==> src/rtl/record_sequencer_if.sv <==
// Handshake/result bundle between the record sequencer and its host.
// Host side drives arm/abort/stops/reads; sequencer side reports status.
interface record_sequencer_if #(
    parameter int N_BUF = 6,
    parameter int TS_W  = 16
);
    logic              arm;
    logic              abort;
    logic [TS_W-1:0]   timeout_cycles;
    logic [N_BUF-1:0]  stop_pulse;
    logic              start_rec;
    logic              busy;
    logic              done;
    logic              timed_out;
    logic [N_BUF-1:0]  hit_mask;
    logic [2:0]        hit_count;
    logic [2:0]        rd_addr;
    logic [TS_W-1:0]   rd_data;
    logic              irq;
    logic              irq_ack;

    modport master (
        output arm, abort, timeout_cycles, stop_pulse, rd_addr, irq_ack,
        input  start_rec, busy, done, timed_out, hit_mask, hit_count,
        input  rd_data, irq
    );

    modport slave (
        input  arm, abort, timeout_cycles, stop_pulse, rd_addr, irq_ack,
        output start_rec, busy, done, timed_out, hit_mask, hit_count,
        output rd_data, irq
    );
endinterface

==> src/rtl/record_sequencer.sv <==
// Stop-event timestamp sequencer: arm, capture one-hot stops, finish on full/timeout/abort.
// Optional completion interrupt enabled by RECORD_SEQUENCER_IRQ_EN.
module record_sequencer #(
    parameter int N_BUF = 6,
    parameter int TS_W  = 16
) (
    input logic clk,
    input logic reset,
    record_sequencer_if.slave bus
);
    typedef enum logic [1:0] {IDLE, START, ACQ, DONE} state_e;

    state_e            state_q, state_d;
    logic [TS_W-1:0]   elapsed_q, elapsed_d;
    logic [TS_W-1:0]   ts_q [N_BUF];
    logic [TS_W-1:0]   ts_d [N_BUF];
    logic [N_BUF-1:0]  hit_mask_q, hit_mask_d;
    logic [2:0]        hit_count_q, hit_count_d;
    logic              timed_out_q, timed_out_d;
    logic [TS_W-1:0]   rd_data_q, rd_data_d;
    logic [N_BUF-1:0]  new_hits;
    logic [N_BUF-1:0]  full_mask;
    logic [3:0]        new_cnt;
    logic [3:0]        sum_cnt;

    always_comb begin
        state_d     = state_q;
        elapsed_d   = elapsed_q;
        ts_d        = ts_q;
        hit_mask_d  = hit_mask_q;
        hit_count_d = hit_count_q;
        timed_out_d = timed_out_q;
        rd_data_d   = '0;
        new_hits    = bus.stop_pulse & ~hit_mask_q;
        full_mask   = hit_mask_q | new_hits;
        new_cnt     = '0;
        for (int k = 0; k < N_BUF; k++) begin
            new_cnt = new_cnt + 4'(new_hits[k]);
        end
        sum_cnt = {1'b0, hit_count_q} + new_cnt;

        unique case (state_q)
            IDLE: begin
                if (bus.arm) state_d = START;
            end
            START: begin
                elapsed_d   = '0;
                hit_mask_d  = '0;
                hit_count_d = '0;
                timed_out_d = 1'b0;
                for (int k = 0; k < N_BUF; k++) ts_d[k] = '0;
                state_d = bus.abort ? DONE : ACQ;
            end
            ACQ: begin
                if (bus.abort) begin
                    state_d = DONE;
                end else begin
                    if (!(&elapsed_q)) elapsed_d = elapsed_q + TS_W'(1);
                    hit_mask_d = full_mask;
                    if (sum_cnt > 4'(N_BUF)) hit_count_d = 3'(N_BUF);
                    else                     hit_count_d = sum_cnt[2:0];
                    for (int k = 0; k < N_BUF; k++) begin
                        if (new_hits[k]) ts_d[k] = elapsed_q;
                    end
                    // Completion takes priority over a coincident timeout.
                    if (&full_mask) begin
                        state_d = DONE;
                    end else if (bus.timeout_cycles != '0 &&
                                 elapsed_q == bus.timeout_cycles - TS_W'(1)) begin
                        state_d     = DONE;
                        timed_out_d = 1'b1;
                    end
                end
            end
            DONE: begin
                if (bus.arm) state_d = START;
            end
        endcase

        for (int k = 0; k < N_BUF; k++) begin
            if (bus.rd_addr == 3'(k)) rd_data_d = ts_q[k];
        end
    end

    always_ff @(posedge clk) begin
        if (reset) begin
            state_q     <= IDLE;
            elapsed_q   <= '0;
            hit_mask_q  <= '0;
            hit_count_q <= '0;
            timed_out_q <= 1'b0;
            rd_data_q   <= '0;
            for (int k = 0; k < N_BUF; k++) ts_q[k] <= '0;
        end else begin
            state_q     <= state_d;
            elapsed_q   <= elapsed_d;
            hit_mask_q  <= hit_mask_d;
            hit_count_q <= hit_count_d;
            timed_out_q <= timed_out_d;
            rd_data_q   <= rd_data_d;
            for (int k = 0; k < N_BUF; k++) ts_q[k] <= ts_d[k];
        end
    end

    assign bus.start_rec = (state_q == START);
    assign bus.busy      = (state_q == START) || (state_q == ACQ);
    assign bus.done      = (state_q == DONE);
    assign bus.timed_out = timed_out_q;
    assign bus.hit_mask  = hit_mask_q;
    assign bus.hit_count = hit_count_q;
    assign bus.rd_data   = rd_data_q;

`ifdef RECORD_SEQUENCER_IRQ_EN
    logic irq_q, irq_d;
    logic irq_set;

    // Raised together with done; a coincident ack loses to the new event.
    always_comb begin
        irq_set = (state_d == DONE) && (state_q != DONE);
        irq_d   = irq_q;
        if (bus.irq_ack) irq_d = 1'b0;
        if (irq_set)     irq_d = 1'b1;
    end

    always_ff @(posedge clk) begin
        if (reset) irq_q <= 1'b0;
        else       irq_q <= irq_d;
    end

    assign bus.irq = irq_q;
`else
    logic unused_irq_ack;
    assign unused_irq_ack = bus.irq_ack;
    assign bus.irq        = 1'b0;
`endif
endmodule

==> src/flat_wrapper.sv <==
// flat-port wrapper written by rule: the top's interface ports become plain ports
module record_sequencer_flat 
#(
    parameter int N_BUF = 6,
    parameter int TS_W  = 16
)
  (clk, reset, bus_arm, bus_abort, bus_timeout_cycles, bus_stop_pulse, bus_rd_addr, bus_irq_ack, bus_start_rec, bus_busy, bus_done, bus_timed_out, bus_hit_mask, bus_hit_count, bus_rd_data, bus_irq);
  record_sequencer_if #(.N_BUF(N_BUF), .TS_W(TS_W)) bus_i ();
  input logic clk;
  input logic reset;
  input wire logic [$bits(bus_i.arm)-1:0] bus_arm;
  input wire logic [$bits(bus_i.abort)-1:0] bus_abort;
  input wire logic [$bits(bus_i.timeout_cycles)-1:0] bus_timeout_cycles;
  input wire logic [$bits(bus_i.stop_pulse)-1:0] bus_stop_pulse;
  input wire logic [$bits(bus_i.rd_addr)-1:0] bus_rd_addr;
  input wire logic [$bits(bus_i.irq_ack)-1:0] bus_irq_ack;
  output wire logic [$bits(bus_i.start_rec)-1:0] bus_start_rec;
  output wire logic [$bits(bus_i.busy)-1:0] bus_busy;
  output wire logic [$bits(bus_i.done)-1:0] bus_done;
  output wire logic [$bits(bus_i.timed_out)-1:0] bus_timed_out;
  output wire logic [$bits(bus_i.hit_mask)-1:0] bus_hit_mask;
  output wire logic [$bits(bus_i.hit_count)-1:0] bus_hit_count;
  output wire logic [$bits(bus_i.rd_data)-1:0] bus_rd_data;
  output wire logic [$bits(bus_i.irq)-1:0] bus_irq;
  assign bus_i.arm = bus_arm;
  assign bus_i.abort = bus_abort;
  assign bus_i.timeout_cycles = bus_timeout_cycles;
  assign bus_i.stop_pulse = bus_stop_pulse;
  assign bus_i.rd_addr = bus_rd_addr;
  assign bus_i.irq_ack = bus_irq_ack;
  assign bus_start_rec = bus_i.start_rec;
  assign bus_busy = bus_i.busy;
  assign bus_done = bus_i.done;
  assign bus_timed_out = bus_i.timed_out;
  assign bus_hit_mask = bus_i.hit_mask;
  assign bus_hit_count = bus_i.hit_count;
  assign bus_rd_data = bus_i.rd_data;
  assign bus_irq = bus_i.irq;
  record_sequencer #(.N_BUF(N_BUF), .TS_W(TS_W)) u_core (.clk(clk), .reset(reset), .bus(bus_i));
endmodule
==> config.mk <==
export PLATFORM = sky130hd
export DESIGN_NAME = record_sequencer_flat
export DESIGN_NICKNAME = d
export VERILOG_FILES = /design/src/rtl/record_sequencer_if.sv /design/src/rtl/record_sequencer.sv /design/src/flat_wrapper.sv
export SDC_FILE = /design/constraint.sdc
export NUM_CORES = 1
export LEC_CHECK = 0
export BUFFER_PORTS_ARGS = -buffer_cell sky130_fd_sc_hd__buf_2
export CORE_MARGIN = 2
export CORE_UTILIZATION = 50
export CTS_BUF_LIST = sky130_fd_sc_hd__clkbuf_4 sky130_fd_sc_hd__clkbuf_8
export DETAILED_ROUTE_END_ITERATION = 16
export GPL_ROUTABILITY_DRIVEN = 0
export PLACE_DENSITY = 0.74
export SLEW_MARGIN = 20
export SYNTH_ARGS = -nofsm -noshare
export SYNTH_HDL_FRONTEND = slang
export SYNTH_SLANG_ARGS = --single-unit
==> constraint.sdc <==
create_clock -name clk -period 9.2 [get_ports clk]
set_input_delay 1.38 -clock clk [delete_from_list [all_inputs] [get_ports clk]]
set_output_delay 1.38 -clock clk [all_outputs]
set_load 0.01 [all_outputs]
==> metrics.cfg <==
[clock_network]
cts_sinks=140
h-tree-depth=4
cts-root-buf=clkbuf_8
ctsHoldBuffers=0
clkTransAtPathRegs_ns=0.08
cts_tree=yes
postCtsSetupBuffers=0
cts_resized=0
clkLatencyLatePin_ns=0.45
cts_buffers=17
clockBufferDepth=2

[global_routing]
grt_pass1_vias=5572
grt_pass1_wl_mm=27.8
grt_max_degree=76
grt-ovfl-total=0
track_usage=0.216
antenna_found_initial=0

[final_layout]
drive_gt1_frac=0.239
area_growth_pct=10.0
register_area_sq_um=2800
stdcell_area_sq_um=8300
n_antenna_cell=0
multiInputGateArea_sq_um=4380
fillers=1274
nets=889

[route]
drt_iter0_markers=478
antenna_left=0
wl_mm=17.5
wire_per_inst_um=16.9
first_pass_iters=5
viasPerCell=5.87
via_count=6088
drcViolationCount=0

[yosys]
syn-mean-instance-area_sq_um=9.07
async_flop_share=0
seq_area_frac_synth=0.371
synth_nets=878
ys_ff_latch=140
syn-cell-area_sq_um=7540
syn_inst=832
ys.flop_type=dfxtp_1
synth-edff-count=0
yosys_warnings=0
yosys.cell_types.count=57

[timing]
finalHoldViolations=0
fin_setup_tns_ns=0
drv_slew=0
fin_ws_ns=5.31
slew_headroom=0.278
worst_slew_pin_slew_ns=1.08
fmax_mhz=257
rsz0062_at_grt=false
post-route-min-period_ns=3.89
fin_skew_ns=0.0131
post-route-period-util=0.423
setup_viol=0

[power_and_ir_drop]
switching_share=0.361
ir_drop_mv=0.152
total_leakage_power_nw=3.16
power.density_nw_per_um2=208
power.share.clock=0.325
p_seq_frac=0.370
p_comb_frac=0.305
internal_power_mw=1.10
switching_power_uw=624

[placed_design]
dp.final_hpwl_mm=10.5
dpl_cell_area_sq_um=7850
place_ws_ns=4.83
numPortBuffers=57

[floorplanning]
coreArea_sq_um=14600
die_y_um=127
num_rows=44
ioPinCount=60
die_x_um=127
initial_core_util=0.515
die-area_sq_um=16100

[critical_path]
cp_max_fo=3
worstSetupPathType=primary input to flip-flop
critical_path.endpoint_type=flip-flop
start_kind=primary input
worstPathRequired_ns=9.53
crit_arrival_ns=4.22

[flow_run]
maxCapViolCount=0

[status]
outcome=finished, final reports clean

[worst_hold_path]
hold_class=flip-flop to flip-flop

==> power by group through the flow <==
stage | Combinational (mW) | Sequential, mW | Clock, mW
6_report | 0.527 | 0.638 | 0.561
5_1_grt | 0.570 | 0.640 | 0.592
4_1_cts | 0.526 | 0.638 | 0.565
3_5_place_dp | 0.523 | 0.651 | 0
3_3_place_gp | 0.515 | 0.651 | 0
2_1_floorplan | 0.372 | 0.650 | 0
==> flip-flops by register name, summed over array words and instances (netlist names) <==
name,count
u_core.elapsed_q,16
u_core.ts_q,96
u_core.bus.hit_mask,6
u_core.bus.rd_data,16
u_core.bus.hit_count,3
u_core.state_q,2
u_core.bus.timed_out,1
==> through the flow <==
step	cells	power [mW]	hold slack [ns]	utilization
2_1_floorplan	832	1.02	0.470	-
5_1_grt	1038	1.80	0.527	0.567
3_5_place_dp	1008	1.17	0.475	0.536
4_1_cts	1038	1.73	0.485	0.567
3_3_place_gp	1008	1.17	0.461	0.536
6_report	1038	1.73	0.490	0.567
==> path summary, 6_finish.rpt <==
| path | slack (ns) | startpoint | cells after the start | endpoint |
|---|---|---|---|---|
| hold reg to reg | 0.49 | u_core.bus.hit_count[2]$_SDFFE_PP0P_ | 2 | u_core.bus.hit_count[2]$_SDFFE_PP0P_ |
| hold / removal | 0.49 | u_core.bus.hit_count[2]$_SDFFE_PP0P_ | 2 | u_core.bus.hit_count[2]$_SDFFE_PP0P_ |
| setup reg to reg | 5.76 | u_core.state_q[0]$_SDFFE_PP0P_ | 9 | u_core.ts_q[30]$_SDFFE_PP0P_ |
| setup / recovery | 5.31 | bus_stop_pulse[1] | 15 | u_core.bus.hit_count[0]$_SDFFE_PP0P_ |
==> area by class of cell <==
| type | count | share of cell area |
|---|---|---|
| flip-flops and latches | 140 | 0.338 |
| inverters | 21 | 0.00950 |
| repair buffers | 66 | 0.0428 |
| clock inverters | 6 | 0.0160 |
| multi-input cells | 597 | 0.528 |
| well taps | 184 | 0.0277 |
| clock buffers | 24 | 0.0383 |
==> layout by cell type (no fill, tap or decap), types with 5 or more instances in the layout <==
master,count
buf_2,56
mux4_2,16
nand4_1,7
clkbuf_8,22
nand2_1,16
ha_1,12
nor2b_1,9
inv_1,20
nand2b_1,6
xnor2_1,14
xor2_1,19
a21oi_1,50
a22oi_1,80
mux2i_1,32
or3_1,6
nand3_1,8
buf_4,10
dfxtp_1,140
o21ai_0,7
and2_1,5
mux2_2,81
nor2_1,179
==> worst max-delay path, stage by stage <==
cell and delay (ns):
buf_2 0.11, nor2b_1 0.14, ha_1 0.27, inv_1 0.05, fa_1 0.52, inv_1 0.05
fa_1 0.50, ha_1 0.17, inv_1 0.06, fa_1 0.37, xor2_1 0.17, o2111ai_1 0.19
nor2_1 0.07, a21oi_1 0.12, nor2_1 0.05
==> synthesized netlist by cell type (all sizes together), types with 2 or more instances <==
master   count  area, sq um
a211oi       3         27.5
nand4        7         43.8
a21oi       50          250
and3         2         12.5
mux4        16          360
inv         20         75.1
nand3        8         40.0
fa           3         60.1
buf         23          110
o22ai        4         25.0
and4         2         17.5
mux2i       32          320
o21ai        7         35.0
mux2        82          923
and2         6         37.5
a41oi        2         25.0
a2111oi      2         18.8
nand2       16         60.1
or3          6         37.5
nand2b       6         37.5
a22oi       80          601
a31oi        3         18.8
dfxtp      140         2800
nor2b        9         56.3
clkbuf      51          193
o21bai       2         15.0
nor3b        2         26.3
ha          13          163
nor2       180          676
xor2        19          166
nand4b       2         17.5
nor4         4         37.5
nor3         4         36.3
xnor2       14          123
==> metal layers <==
layer / GRT usage / vias up / share of wire
li1: - / 2952 / -
met1: 0.271 / 2960 / 0.44
met2: 0.367 / 147 / 0.49
met3: 0.0384 / 29 / 0.047
met4: 0.0886 / 0 / 0.017
met5: 0 / - / 0
==> cells by family after synthesis <==
group | count (synthesis) | synth area share
AOI/OAI and AO/OA | 160 | 0.143
xor gates and xnor gates | 33 | 0.0383
adders and majority gates | 16 | 0.0295
buffers and inverters | 95 | 0.0506
DFF | 140 | 0.371
muxes | 130 | 0.213
other | 1 | 0.000497
and+or+nand+nor | 257 | 0.154
Note: power is estimated with default switching activity, not from simulation.
